===== config.mk =====
export PLATFORM = sky130hd
export DESIGN_NAME = tank_decoder_seq_flat
export DESIGN_NICKNAME = d
export VERILOG_FILES = /design/src/rtl/tank_decoder_seq_if.sv /design/src/rtl/tank_decoder_seq.sv /design/src/flat_wrapper.sv
export SDC_FILE = /design/constraint.sdc
export NUM_CORES = 1
export LEC_CHECK = 0
export CAP_MARGIN = 20
export CORE_AREA = 4 4 47 49
export CTS_BUF_LIST = sky130_fd_sc_hd__clkbuf_8 sky130_fd_sc_hd__clkbuf_16
export DETAILED_ROUTE_END_ITERATION = 16
export DIE_AREA = 0 0 51 53
export PLACE_DENSITY = 0.86
export RECOVER_POWER = 50
export SYNTH_ARGS = -nofsm -noshare
export SYNTH_HDL_FRONTEND = slang
export SYNTH_SLANG_ARGS = --single-unit

===== constraint.sdc =====
create_clock -name clk -period 2.3 [get_ports clk]
set_input_delay 0.69 -clock clk [delete_from_list [all_inputs] [get_ports clk]]
set_output_delay 0.69 -clock clk [all_outputs]
set_load 0.02 [all_outputs]

===== src/rtl/tank_decoder_seq_if.sv =====
// Bus bundle for the tank decoder: minor-cycle strobe, dual-rail address,
// direction requests, error clear, and the registered select/status outputs.
interface tank_decoder_seq_if #(
  parameter int ADDR_BITS = 2
);
  localparam int TANKS = 2 ** ADDR_BITS;

  logic                 minor_strobe;
  logic [ADDR_BITS-1:0] f_pos;
  logic [ADDR_BITS-1:0] f_neg;
  logic                 t_in;
  logic                 t_out;
  logic                 err_clr;
  logic [TANKS-1:0]     t_sel_in;
  logic [TANKS-1:0]     t_sel_out;
  logic                 busy;
  logic                 rail_err;
  logic                 dir_err;

  modport master (
    output minor_strobe, f_pos, f_neg, t_in, t_out, err_clr,
    input  t_sel_in, t_sel_out, busy, rail_err, dir_err
  );

  modport slave (
    input  minor_strobe, f_pos, f_neg, t_in, t_out, err_clr,
    output t_sel_in, t_sel_out, busy, rail_err, dir_err
  );
endinterface


===== src/rtl/tank_decoder_seq.sv =====
// Dual-rail tank address decoder: latches a one-hot read or write select for
// HOLD_CYCLES minor cycles, with sticky rail and direction error flags.
module tank_decoder_seq #(
  parameter int ADDR_BITS   = 2,
  parameter int HOLD_CYCLES = 1
) (
  input  logic              clk,
  input  logic              rst,
  tank_decoder_seq_if.slave bus
);
  localparam int TANKS = 2 ** ADDR_BITS;

  typedef enum logic {
    IDLE,
    ACTIVE
  } state_t;

  state_t           state_q, state_d;
  logic [3:0]       cnt_q, cnt_d;
  logic [TANKS-1:0] sel_in_q, sel_in_d;
  logic [TANKS-1:0] sel_out_q, sel_out_d;
  logic             busy_q, busy_d;
  logic             rail_err_q, rail_err_d;
  logic             dir_err_q, dir_err_d;

  logic             req;
  logic             rail_ok;
  logic             dir_ok;
  logic             valid_req;
  logic             sample_open;
  logic [TANKS-1:0] addr_onehot;

  assign req       = bus.t_in | bus.t_out;
  assign rail_ok   = &(bus.f_pos ^ bus.f_neg);
  assign dir_ok    = ~(bus.t_in & bus.t_out);
  assign valid_req = req & rail_ok & dir_ok;

  // Requests are only looked at from IDLE or on the strobe that ends a hold.
  assign sample_open = bus.minor_strobe &
                       ((state_q == IDLE) | (cnt_q == 4'd1));

  always_comb begin
    addr_onehot            = '0;
    addr_onehot[bus.f_pos] = 1'b1;
  end

  always_comb begin
    state_d    = state_q;
    cnt_d      = cnt_q;
    sel_in_d   = sel_in_q;
    sel_out_d  = sel_out_q;
    busy_d     = busy_q;
    rail_err_d = rail_err_q & ~bus.err_clr;
    dir_err_d  = dir_err_q & ~bus.err_clr;

    if (sample_open) begin
      if (valid_req) begin
        state_d   = ACTIVE;
        cnt_d     = 4'(HOLD_CYCLES);
        sel_in_d  = bus.t_in  ? addr_onehot : '0;
        sel_out_d = bus.t_out ? addr_onehot : '0;
        busy_d    = 1'b1;
      end else begin
        state_d   = IDLE;
        cnt_d     = '0;
        sel_in_d  = '0;
        sel_out_d = '0;
        busy_d    = 1'b0;
        // Error sets are applied after the clear so a same-clock set wins.
        if (req && !rail_ok) begin
          rail_err_d = 1'b1;
        end
        if (bus.t_in && bus.t_out) begin
          dir_err_d = 1'b1;
        end
      end
    end else if (bus.minor_strobe && (state_q == ACTIVE)) begin
      cnt_d = cnt_q - 4'd1;
    end
  end

  always_ff @(posedge clk or posedge rst) begin
    if (rst) begin
      state_q    <= IDLE;
      cnt_q      <= '0;
      sel_in_q   <= '0;
      sel_out_q  <= '0;
      busy_q     <= 1'b0;
      rail_err_q <= 1'b0;
      dir_err_q  <= 1'b0;
    end else begin
      state_q    <= state_d;
      cnt_q      <= cnt_d;
      sel_in_q   <= sel_in_d;
      sel_out_q  <= sel_out_d;
      busy_q     <= busy_d;
      rail_err_q <= rail_err_d;
      dir_err_q  <= dir_err_d;
    end
  end

  assign bus.t_sel_in  = sel_in_q;
  assign bus.t_sel_out = sel_out_q;
  assign bus.busy      = busy_q;
  assign bus.rail_err  = rail_err_q;
  assign bus.dir_err   = dir_err_q;
endmodule


===== src/flat_wrapper.sv =====
// flat-port wrapper written by rule: the top's interface ports become plain ports
module tank_decoder_seq_flat 
#(
  parameter int ADDR_BITS   = 2,
  parameter int HOLD_CYCLES = 1
)
  (clk, rst, bus_minor_strobe, bus_f_pos, bus_f_neg, bus_t_in, bus_t_out, bus_err_clr, bus_t_sel_in, bus_t_sel_out, bus_busy, bus_rail_err, bus_dir_err);
  tank_decoder_seq_if #(.ADDR_BITS(ADDR_BITS)) bus_i ();
  input  logic clk;
  input  logic rst;
  input wire logic [$bits(bus_i.minor_strobe)-1:0] bus_minor_strobe;
  input wire logic [$bits(bus_i.f_pos)-1:0] bus_f_pos;
  input wire logic [$bits(bus_i.f_neg)-1:0] bus_f_neg;
  input wire logic [$bits(bus_i.t_in)-1:0] bus_t_in;
  input wire logic [$bits(bus_i.t_out)-1:0] bus_t_out;
  input wire logic [$bits(bus_i.err_clr)-1:0] bus_err_clr;
  output wire logic [$bits(bus_i.t_sel_in)-1:0] bus_t_sel_in;
  output wire logic [$bits(bus_i.t_sel_out)-1:0] bus_t_sel_out;
  output wire logic [$bits(bus_i.busy)-1:0] bus_busy;
  output wire logic [$bits(bus_i.rail_err)-1:0] bus_rail_err;
  output wire logic [$bits(bus_i.dir_err)-1:0] bus_dir_err;
  assign bus_i.minor_strobe = bus_minor_strobe;
  assign bus_i.f_pos = bus_f_pos;
  assign bus_i.f_neg = bus_f_neg;
  assign bus_i.t_in = bus_t_in;
  assign bus_i.t_out = bus_t_out;
  assign bus_i.err_clr = bus_err_clr;
  assign bus_t_sel_in = bus_i.t_sel_in;
  assign bus_t_sel_out = bus_i.t_sel_out;
  assign bus_busy = bus_i.busy;
  assign bus_rail_err = bus_i.rail_err;
  assign bus_dir_err = bus_i.dir_err;
  tank_decoder_seq #(.ADDR_BITS(ADDR_BITS), .HOLD_CYCLES(HOLD_CYCLES)) u_core (.clk(clk), .rst(rst), .bus(bus_i));
endmodule

Word-level counts from Yosys, hierarchy flattened
Index checks and enable logic that the tools add are counted.
{"block": "word_totals", "regBits": 15, "latchBits": 0, "mem_bits_rw": 0, "rom_bits": 0, "in_bits": 10, "output_inout_bits": 11, "wordCells": 45, "mem_count": 0}
{"block": "op_classes", "addsub": 1, "mul": 0, "div_mod_pow": 0, "order_cmp": 2, "n_eq_ne": 1, "n_shift": 0, "n_mux": 16, "n_bitwise": 12, "reduce_logical": 7}
{"op": "$mux W4", "count": 6}
{"op": "$mux W1", "count": 9}
{"op": "$and A1 B1 Y1", "count": 6}
{"op": "$eq A4 B1 Y1 const B", "count": 1}
{"op": "$logic_and A1 B1 Y1", "count": 4}
{"op": "$sub A4 B1 Y4 const B", "count": 1}
{"op": "$lt A2 B3 Y1 const B", "count": 1}
{"op": "$not A1 Y1", "count": 3}
{"op": "$demux W1 S2", "count": 1}
{"op": "$ge A2 B1 Y1 const B", "count": 1}
{"op": "$or A1 B1 Y1", "count": 2}
{"op": "$reduce_and A2 Y1", "count": 1}
{"op": "$reduce_bool A2 Y1", "count": 1}
{"op": "$xor A2 B2 Y2", "count": 1}
{"op": "$logic_not A1 Y1", "count": 1}

Logic depth before layout (Yosys ltp)
{"block": "depth", "depth_word": 7, "mapped_depth": 6}

Worst setup path after synthesis
Ideal clock, no wire load.
{"block": "synth_timing", "path_kind": "register to register", "startpoint": "reg u_core.cnt_q[1]", "endpoint": "reg u_core.sel_in_q[0], in the netlist u_core.bus.t_sel_in[0]", "t_arrival_ns": 1.634, "required_ns": 2.175, "path_slack_ns": 0.541, "stages_incl_launch_ff": 7, "n_path_buf": 1, "period_less_slack_ns": 1.759, "cell_sequence": "dfrtp_1 inv_1 ha_1 or3b_4 a21oi_2 buf_6 mux2_2"}
{"block": "synth_between", "elab_chain_len": 3}
{"element": "start, declared", "line_no": "tank_decoder_seq.sv:19", "source": "logic [3:0] cnt_q, cnt_d;"}
{"element": "start signal, assigned", "line_no": "tank_decoder_seq.sv:93", "source": "cnt_q <= cnt_d;"}
{"element": "$eq A4 B1 Y1", "line_no": "tank_decoder_seq.sv:40", "source": "((state_q == IDLE) | (cnt_q == 4'd1));"}
{"element": "$or A1 B1 Y1", "line_no": "tank_decoder_seq.sv:40"}
{"element": "$and A1 B1 Y1", "line_no": "tank_decoder_seq.sv:39", "source": "assign sample_open = bus.minor_strobe &"}
{"element": "end signal, assigned", "line_no": "tank_decoder_seq.sv:94", "source": "sel_in_q <= sel_in_d;"}
{"element": "end, declared", "line_no": "tank_decoder_seq.sv:20", "source": "logic [TANKS-1:0] sel_in_q, sel_in_d;"}
No other way between the ends.
A chain may end at the register's enable or synchronous reset.

==> results summary <==
The cts-stage hold buffer count is 0. The dominant register cell in the synthesized netlist is sky130_fd_sc_hd__dfrtp_1. The cell taking the most area after synthesis is sky130_fd_sc_hd__dfrtp_1. For flop-to-flop paths, the worst setup slack is around 0.39 ns.

The fraction of the cycle the final worst path needs is 87.1%. The endpoint identified for the worst register-to-register timing path is u_core.bus.t_sel_out[1]. The number of global-route vias before repair is 689. At the end of routability-driven placement, the weighted congestion stood at 0.836. The number of storage elements in the synthesis netlist is 15.

For this run, the detailed router's first-pass iteration total came to 4. The fraction of registers with async set/reset came out at between 90% and 100%. In this run the number of cells on the critical path is 1. The count of cells resized by post-cts repair came out at 0.

The number of buffers and inverters on the critical path is 1. TritonCTS built the clock tree. The slowest stage of the critical path belongs to the cell sky130_fd_sc_hd__clkdlybuf4s50_1. The minimum clock period came out at approximately 2 ns. Each instance of the synthesized netlist takes up on average 11.5 sq um. The count of cells along the worst register-to-register path came out at 6. The reported net switching power came out at 291 uW. Clock-pin slew was measured on the worst setup and hold paths at 0.06 ns. The cell count after synthesis is 69. Of the total power, the share spent switching nets is between 30% and 40%. The cell class contributing the biggest share of worst-path delay is buffers and inverters. The sequential fraction of the synthesis area came out at a little under half.

The post-synth net total is 81. The post-route DRC violation count is 0. The number of nets in the layout came out at 107. CTS built an H-tree with a depth of 1. The tree is rooted in a sky130_fd_sc_hd__clkbuf_8.

The die is 53 um tall. The area growth from synthesis to layout is 34.7%. The antenna cell count is 0. The starting density of the core is 42.7%.

Summed over all layers, the global routing overflow is 0. During placement, the flow inserted port buffers numbering 20. After synthesis, the cell types taking the most area are sky130_fd_sc_hd__dfrtp_1 (47%), sky130_fd_sc_hd__mux2_2 (11%), sky130_fd_sc_hd__and3_1 (6.3%), sky130_fd_sc_hd__nor2b_1 (6.3%), sky130_fd_sc_hd__ha_1 (3.1%). The setup TNS came out at 0 ns. The total core area is 1860 sq um. The initial DRC count came out at 15. The relative contribution of the clock network to total power came out at 22.9%. The final wirelength is 1.61 mm. The wire length of the first global-routing pass came out at 2.86 mm. The reg-to-reg critical path startpoint is u_core.cnt_q[1]. The mapped netlist covers 796 sq um. The number of flops mapped to enable cells by yosys is 0. After detailed routing, the average wire length per cell comes to 13.3 um.

The largest vdd supply drop came out at 0.468 mV. After legalization and detailed placement, the total HPWL measured 1.21 mm. The flow ran to the end, and the final reports show no timing, DRC or antenna violations. The number of pins exceeding their max-slew limit in the final report came to 0. The most critical setup path has its startpoint at u_core.state_q. The pin slew with the least headroom to its limit is between 0.5 and 0.6 ns. The latest clock arrival within the worst-skew pair is 0.25 ns. Entering global routing, the biggest net connects 16 pins. The layout cell share with drive strength beyond 1 is 17.0%. Traced cell by cell, the critical path runs through clkdlybuf4s50_1. The design draws 896 uW. The Yosys step of the flow raised 0 warnings. The overall die area came out at 2700 sq um. Setup repair after global routing left no endpoint under its margin. The worst setup path is captured at an output pin. The remaining number of nets flagged by the antenna check after routing came out at 0. The worst hold path class is reg2reg. The share of total power in combinational logic is 36.9%. Based on the critical path, the design can be clocked at up to 0.499 GHz. The x dimension of the die came out at between 50 and 60 um. The unique cell type count in the Yosys netlist is 24.

STA puts the critical path data required time at approximately 1.6 ns. The category of the most critical setup path is reg2out. Pin placement for this block handled 21 I/O pins. The number of CTS-inserted buffers is 3. The arrival time at the worst endpoint came out at between 1 and 1.5 ns. The final count of negative-setup-slack endpoints came out at 0. The delay of the slowest cell on the worst path came out at about 0.64 ns. The total number of clock tree sinks came out at 15. The share of Yosys cell area claimed by the top area cell type came out at a little under half. The max-capacitance violation count is 0. The count of endpoints failing hold in the final timing report came out at 0.

The most critical setup path has its endpoint at bus_busy. The register share of total power came out at 40.2%. The internal power consumption came out at 605 uW. Dividing total power by cell area gives a power density of between 800 and 900 nW/um^2. The total via count after detailed routing came out at 612. The worst clock skew on the final layout came out at roughly 0.0017 ns. The largest driver fanout on the critical path came out at 6.

The number of antenna violations at the first check in global routing came out at 0. The number of setup buffers added after CTS came out at 0. The analysis attributes to cell leakage a power of 0.509 nW. The worst setup path is launched from a flip-flop. The average vias per placed instance is between 5 and 6. The tightest slew margin relative to the limit came out at 61.1%.

The overall track demand over capacity in global routing came out at 14.2%. The number of core rows is 16. The clock tree buffer depth came out at 2.
cell usage in the layout (no fill, tap or decap):
cell / count
sky130_fd_sc_hd__a21bo_2: 1
sky130_fd_sc_hd__a21oi_2: 1
sky130_fd_sc_hd__a221o_1: 1
sky130_fd_sc_hd__a31oi_1: 1
sky130_fd_sc_hd__a32o_1: 2
sky130_fd_sc_hd__and3_1: 8
sky130_fd_sc_hd__and4_1: 1
sky130_fd_sc_hd__buf_4: 1
sky130_fd_sc_hd__clkbuf_1: 1
sky130_fd_sc_hd__clkbuf_8: 3
sky130_fd_sc_hd__clkdlybuf4s50_1: 17
sky130_fd_sc_hd__dfrtp_1: 15
sky130_fd_sc_hd__dlygate4sd3_1: 3
sky130_fd_sc_hd__ha_1: 2
sky130_fd_sc_hd__inv_1: 7
sky130_fd_sc_hd__mux2_2: 8
sky130_fd_sc_hd__mux2i_1: 1
sky130_fd_sc_hd__nand2b_1: 1
sky130_fd_sc_hd__nand4b_1: 1
sky130_fd_sc_hd__nor2b_1: 8
sky130_fd_sc_hd__nor3_1: 1
sky130_fd_sc_hd__nor3b_1: 1
sky130_fd_sc_hd__o21ai_0: 3
sky130_fd_sc_hd__o221a_2: 1
sky130_fd_sc_hd__o2bb2ai_1: 2
sky130_fd_sc_hd__or2_2: 1
sky130_fd_sc_hd__or3b_1: 1
sky130_fd_sc_hd__xor2_1: 1
logic make-up (layout without fill, tap and decap cells):
| kind of cell | count (synthesis) | after routing | synth area share [%] |
|---|---|---|---|
| flops | 15 | 15 | 47.2 |
| buf+inv | 7 | 32 | 4.24 |
| mux | 9 | 9 | 12.6 |
| compound gates | 12 | 12 | 12.4 |
| fa+ha+maj | 2 | 2 | 3.14 |
| simple gates | 23 | 23 | 19.3 |
| xor+xnor | 1 | 1 | 1.10 |
through the flow:
step / std cells / hold slack [ns] / utilization (%) / worst slack, ns / area (sq um)
after global placement: 117 / 0.481 / 55.5 / 0.280 / 1030
after global routing: 121 / 0.526 / 57.6 / 0.241 / 1070
final: 121 / 0.494 / 57.6 / 0.296 / 1070
after CTS: 121 / 0.499 / 57.9 / 0.284 / 1080
after detailed placement: 117 / 0.484 / 55.5 / 0.261 / 1030
after floorplan: 69 / 0.512 / - / 0.541 / 796
cell usage after synthesis (2+ instances only):
master,n
sky130_fd_sc_hd__inv_1,6
sky130_fd_sc_hd__ha_1,2
sky130_fd_sc_hd__a32o_1,2
sky130_fd_sc_hd__dfrtp_1,15
sky130_fd_sc_hd__o2bb2ai_1,2
sky130_fd_sc_hd__o21ai_0,3
sky130_fd_sc_hd__nor2b_1,8
sky130_fd_sc_hd__and3_1,8
sky130_fd_sc_hd__mux2_2,8
per-layer routing:
metal | global-route usage [%] | up-vias | part of all wire [%]
li1 | - | 299 | -
met1 | 16.6 | 288 | 44
met2 | 23.6 | 20 | 49
met3 | 3.38 | 5 | 5.2
met4 | 8.07 | 0 | 2.5
met5 | 0 | - | 0
flip-flops by register name, indices dropped and copies added (netlist names):
| name | cells |
|---|---|
| u_core.bus.t_sel_in | 4 |
| u_core.bus.rail_err | 1 |
| u_core.state_q | 1 |
| u_core.cnt_q | 4 |
| u_core.bus.t_sel_out | 4 |
| u_core.bus.dir_err | 1 |
power by group through the flow:
stage / clock, mW / combinational, mW / sequential (mW)
after floorplan: 0 / 0.210 / 0.385
after global placement: 0 / 0.329 / 0.363
after detailed placement: 0 / 0.340 / 0.366
after CTS: 0.213 / 0.344 / 0.361
after global routing: 0.225 / 0.365 / 0.368
final: 0.205 / 0.331 / 0.360
layout make-up:
type                       instances  area, sq um
fill                             167          790
multi-input combinational         47          384
sequential                        15          375
timing repair buffer              22          211
clock buffer                       3         41.3
tap                               27         33.8
inverter                           6         22.5
clock inverter                     1         3.75
worst min path at each step:
stage / end / slack (ns) / depth (start not counted) / startpoint
floorplan: u_core.cnt_q[3] / 0.51 / 1 / u_core.cnt_q[3]
global placement: u_core.bus.dir_err / 0.48 / 1 / u_core.bus.dir_err
detailed placement: u_core.bus.dir_err / 0.48 / 1 / u_core.bus.dir_err
CTS: u_core.bus.dir_err / 0.50 / 1 / u_core.bus.dir_err
global route: u_core.bus.dir_err / 0.53 / 1 / u_core.bus.dir_err
finish: u_core.bus.dir_err / 0.49 / 1 / u_core.bus.dir_err
No activity file was read; power rests on OpenSTA's default activity.
==> edit 1, RTL diff (config.mk and constraints unchanged) <==
Make the reset (`rst`) synchronous in one clocked block.
--- a/src/rtl/tank_decoder_seq.sv
+++ b/src/rtl/tank_decoder_seq.sv
@@ -81,3 +81,3 @@
 
-  always_ff @(posedge clk or posedge rst) begin
+  always_ff @(posedge clk) begin
     if (rst) begin
Function: differs if rst is asserted again (counterexample within 4 cycles, from zero or initial values and one cycle with rst high); with rst held inactive, the same outputs for 10 cycles.
==> edit 1 against the unedited design <==
  * Cell count is 9.1% higher
  * Highest routed layer unchanged
  * Worst setup slack better by 0.0067 ns
  * Global-route usage is 0.18 points lower
  * Final area is 7.4% lower
  * Synthesized area is 9.4% lower
  * Routed wire length is 1.5% lower
  * Sequential cell count stayed put
Power is not compared: it rests on default switching activity, and its combinational part moved more than twofold at a synthesized area within 25%.
==> edit 1: results (changes against the unedited design) <==
| Metric | Value |
|---|---|
| Number of diodes | `0 (unchanged)` |
| Worst-path fanout max | `19 (was 6)` |
| Ys Warns | `0 (unchanged)` |
| Placer Congestion | `0.716 (was 0.836)` |
| Maximum VDD drop | `388 uV` |
| Critical path's slowest cell | `clkbuf_1 (was clkdlybuf4s50_1)` |
| Final Max Slew Viols | `0 (unchanged)` |
| Synth unique cells | `27 (was 24)` |
| Worst EP arrival | `2.12 ns (was 1.31 ns)` |
| DR iter-0 viols | `25 (was 15)` |
| Status | `finished clean (unchanged)` |
| Synth area leaders | `dfxtp_1, nand3b_1, o31ai_1 (was dfrtp_1, mux2_2, and3_1)` |
| Mux cell area share after synthesis | `0% (was 12.6%)` |
| DR vias | `686 (was 612)` |
| Hold WC Path Type | `reg -> reg (unchanged)` |
| Root Buffer | `clkbuf_8 (unchanged)` |
| Top_reg_cell synth | `dfxtp_1 (was dfrtp_1)` |
| Synth Area in XOR/XNOR | `3.65% (was 1.10%)` |
| Layout Nets | `118 (was 107)` |
| H-tree Lvls | `1 (unchanged)` |
| Clk_skew | `0.00130 ns (was 0.00168 ns)` |
| Dpl ws | `0.156 ns (was 0.261 ns)` |
| Most frequent cells after synthesis | `dfxtp_1, nand3b_1, o31ai_1 (was dfrtp_1, and3_1, mux2_2, nor2b_1, inv_1)` |
| Total iterations of the first detailed-routing run | `4 (unchanged)` |
| Total CTS buffers | `3 (unchanged)` |
| Sequential share of the synthesized area | `41.7% (was 47.2%)` |
| Synthesized netlist net count | `94 (was 81)` |
| Adder-Cell Fraction of Synth Area | `3.47% (was 3.14%)` |
| Filler instances | `159 (was 167)` |
| Clk Latency, worst-skew pair | `0.24 ns` |
| Initial antenna violation count | `0 (unchanged)` |
| Compound-Gate Fraction of Synth Area | `17.9% (was 12.4%)` |
| Post-cts sizing count | `0 (unchanged)` |
| Final HPWL DP | `1230 um (was 1210 um)` |
| Post-Route WL | `1590 um (was 1610 um)` |
| Slew HR | `51.4% (was 61.1%)` |
| Post-synthesis async set-or-reset flop share | `0% (was 100%)` |
| Wire length of the first global-routing pass | `2880 um (was 2860 um)` |
| Leakage power | `0.335 nW` |
| Setup bufs post-CTS | `0 (unchanged)` |
| CTS Buffer Depth | `2 (unchanged)` |
| Buffers added on ports | `20 (unchanged)` |
| Clk pin slew, worst setup/hold paths | `0.06 ns (about the same)` |
| Largest net degree at the start of global routing | `20 (was 16)` |
| Ratio of cells with drive above 1 in the final layout | `5.71% (was 17.0%)` |
| GRT Total Usage | `14.0% (was 14.2%)` |
| Slowest stage delay, CP | `0.58 ns (was 0.64 ns)` |
[edit 1: path summary, 6_finish.rpt]
| path | from | depth (start not counted) | slack, ns | endpoint |
|---|---|---|---|---|
| worst max register to register | u_core.cnt_q[1]$_SDFFE_PP0P_ | 7 | 0.35 | u_core.bus.dir_err$_SDFF_PP0_ |
| worst min register to register | u_core.bus.t_sel_out[1]$_SDFFE_PP0N_ | 2 | 0.49 | u_core.bus.t_sel_out[1]$_SDFFE_PP0N_ |
| worst max-delay path | bus_minor_strobe | 5 | 0.30 | u_core.bus.dir_err$_SDFF_PP0_ |
| worst min-delay path | u_core.bus.t_sel_out[1]$_SDFFE_PP0N_ | 2 | 0.49 | u_core.bus.t_sel_out[1]$_SDFFE_PP0N_ |
[edit 1: through the flow]
step	cells	instance area, um^2	util (%)
floorplan	82	721	-
global placement	128	960	51.5
detailed placement	128	960	51.5
CTS	132	1010	54.0
global route	132	993	53.4
finish	132	993	53.4
[edit 1: cell families after synthesis]
logic type | after synthesis
flip-flops | 15
AND/OR/NAND/NOR | 35
buffers and inverters | 8
adder cells (fa/ha/maj) | 2
AO/OA/AOI/OAI | 19
XOR/XNOR | 3
[edit 1: power by group]
part           leakage, nW  switching, mW  internal (mW)
registers            0.121        0.00382          0.265
logic                0.188         0.0400         0.0395
clock network       0.0255         0.0881          0.120
total                0.335          0.132          0.424
[edit 1: worst max-delay path: cells and delay by family]
| kind | cells | cell delay [ns] |
|---|---|---|
| buffers and inverters | 2 | 1.00 |
| AOI/OAI and AO/OA | 2 | 0.37 |
| and+or+nand+nor | 1 | 0.05 |
[edit 1: cell type report]
type	count	area share [%]
Clock buffer	3	4.16
Multi-Input combinational cell	59	38.5
Clock inverter	1	0.504
Tap cell	27	3.40
Sequential cell	15	30.2
Inverter	4	1.51
Timing Repair Buffer	23	21.7
[edit 1: metal layers]
layer | global-route usage [%] | part of all wire, % | routed length, um
met1 | 16.8 | 44 | 701
met2 | 23.6 | 48 | 763
met3 | 3.10 | 7.3 | 116
met4 | 6.73 | 0.50 | 8
met5 | 0 | 0 | 0
==> edit 2, RTL diff (same settings) <==
Without the edit above. `ADDR_BITS` is set to 2 in 3 places; all go to 1.
--- a/src/rtl/tank_decoder_seq_if.sv
+++ b/src/rtl/tank_decoder_seq_if.sv
@@ -3,3 +3,3 @@
 interface tank_decoder_seq_if #(
-  parameter int ADDR_BITS = 2
+  parameter int ADDR_BITS = 1
 );
--- a/src/rtl/tank_decoder_seq.sv
+++ b/src/rtl/tank_decoder_seq.sv
@@ -3,3 +3,3 @@
 module tank_decoder_seq #(
-  parameter int ADDR_BITS   = 2,
+  parameter int ADDR_BITS   = 1,
   parameter int HOLD_CYCLES = 1
--- a/src/flat_wrapper.sv
+++ b/src/flat_wrapper.sv
@@ -3,3 +3,3 @@
 #(
-  parameter int ADDR_BITS   = 2,
+  parameter int ADDR_BITS   = 1,
   parameter int HOLD_CYCLES = 1
Ports: changed (resized bus_f_neg, bus_f_pos, bus_t_sel_in and bus_t_sel_out); port bits go from 21 to 15. The function was not compared with the original's and may differ.
==> edit 2 against the unedited design <==
  * Sequential cell count decreased by 4
  * Worst setup slack got worse by 0.0070 ns
  * Combinational power rose by 2%
  * Final area fell by 26%
  * Routed wire length shrank 31%
  * Synthesized area is 28% lower
  * Total power down 6.0%
  * Synthesized cell count down 26%
  * Critical path type is now reg -> reg
  * Highest routed layer is now met3
==> edit 2: results (changes against the unedited design) <==
| Metric | Value |
|---|---|
| Buffering overhead | `18.7% (was 19.7%)` |
| Sequential share of the synthesized area | `47.7% (was 47.2%)` |
| Final HPWL DP | `876 um (was 1210 um)` |
| Synth Area in XOR/XNOR | `3.04% (was 1.10%)` |
| CP startpoint | `u_core.cnt_q[1]$_DFFE_PP0P_ (was u_core.state_q$_DFFE_PP0N_)` |
| Yosys reg bits | `11 (was 15)` |
| Critical path's slowest cell | `a21oi_1 (was clkdlybuf4s50_1)` |
| Slew HR | `63.7% (was 61.1%)` |
| Layout Nets | `81 (was 107)` |
| Multi-input combinational area share | `33.7% (was 35.8%)` |
| GRT Total Usage | `9.63% (was 14.2%)` |
| Max reg flops | `4` |
| Compound-Gate Fraction of Synth Area | `15.4% (was 12.4%)` |
| Adder-Cell Fraction of Synth Area | `4.34% (was 3.14%)` |
| Maximum VDD drop | `435 uV (was 468 uV)` |
| DR iter-0 viols | `3 (was 15)` |
| Final non-filler cell total | `97 (was 121)` |
| Slowest stage delay, CP | `0.47 ns (was 0.64 ns)` |
| Status | `finished clean (unchanged)` |
| Seq/total area | `34.8% (was 35.0%)` |
| Wire per inst | `11.4 um (was 13.3 um)` |
| Clk_skew | `0.00153 ns (was 0.00168 ns)` |
| DR vias | `460 (was 612)` |
| Setup WS post-layout | `0.289 ns (was 0.296 ns)` |
| Placer Congestion | `0.865 (was 0.836)` |
| Vias in the first global route | `440 (was 689)` |
| Largest net degree at the start of global routing | `12 (was 16)` |
| Synth unique cells | `23 (was 24)` |
| Avg Inst Size Synth | `11.3 um^2 (was 11.5 um^2)` |
| Synthesized netlist net count | `61 (was 81)` |
| Most frequent cells after synthesis | `dfrtp_1, inv_1, mux2_2 (was dfrtp_1, and3_1, mux2_2, nor2b_1, inv_1)` |
| Wire length of the first global-routing pass | `1910 um (was 2860 um)` |
| Clk Latency, worst-skew pair | `0.24 ns` |
| Filler instances | `180 (was 167)` |
| Ratio of cells with drive above 1 in the final layout | `12.9% (was 17.0%)` |
| Multi-input gates | `34 (was 47)` |
| Worst EP arrival | `2.13 ns (was 1.31 ns)` |
| Mux cell area share after synthesis | `7.81% (was 12.6%)` |
| Clock-cell share of area | `5.70% (was 4.20%)` |
edit 2: cell count changes in the layout (fill, tap and decap cells not counted), sizes merged, moves of 4 or more:
cell	before	now
clkdlybuf4s50	17	12
mux2	8	4
nor2b	8	0
dfrtp	15	11
and3	8	0
edit 2: layer usage:
layer	part of all wire [%]	GRT usage, %
met1	44	11.0
met5	0	0
met3	5.8	5.07
met2	50	16.3
met4	0	1.35
edit 2: critical path, delay by kind of cell (launching register included):
kind	cells	cell delay, ns
buffers and inverters	1	0.09
adders and majority gates	1	0.13
DFF	1	0.41
muxes	1	0.40
AOI/OAI and AO/OA	1	0.47
and+or+nand+nor	1	0.38
edit 2: metrics by stage:
stage	cell area, um^2	total power, mW
floorplan	577	0.549
global placement	758	0.666
detailed placement	758	0.678
CTS	803	0.872
global route	791	0.907
finish	791	0.843
edit 2: where the power goes:
| part | switching [mW] | internal, mW | total [mW] |
|---|---|---|---|
| Combinational | 0.162 | 0.175 | 0.337 |
| Clock | 0.0728 | 0.117 | 0.190 |
| Sequential | 0.0585 | 0.257 | 0.315 |
edit 2: final timing paths:
| check | slack, ns | to | cells past startpoint |
|---|---|---|---|
| max | 0.29 | u_core.bus.t_sel_in[1]$_DFFE_PP0P_ | 5 |
| max reg2reg | 0.29 | u_core.bus.t_sel_in[1]$_DFFE_PP0P_ | 5 |
| min in group asynchronous | 0.88 | u_core.cnt_q[0]$_DFFE_PP0P_ | 2 |
| min reg2reg | 0.50 | u_core.bus.dir_err$_DFF_PP0_ | 1 |
| max in group asynchronous | 1.13 | u_core.bus.t_sel_in[1]$_DFFE_PP0P_ | 2 |
| min | 0.50 | u_core.bus.dir_err$_DFF_PP0_ | 1 |
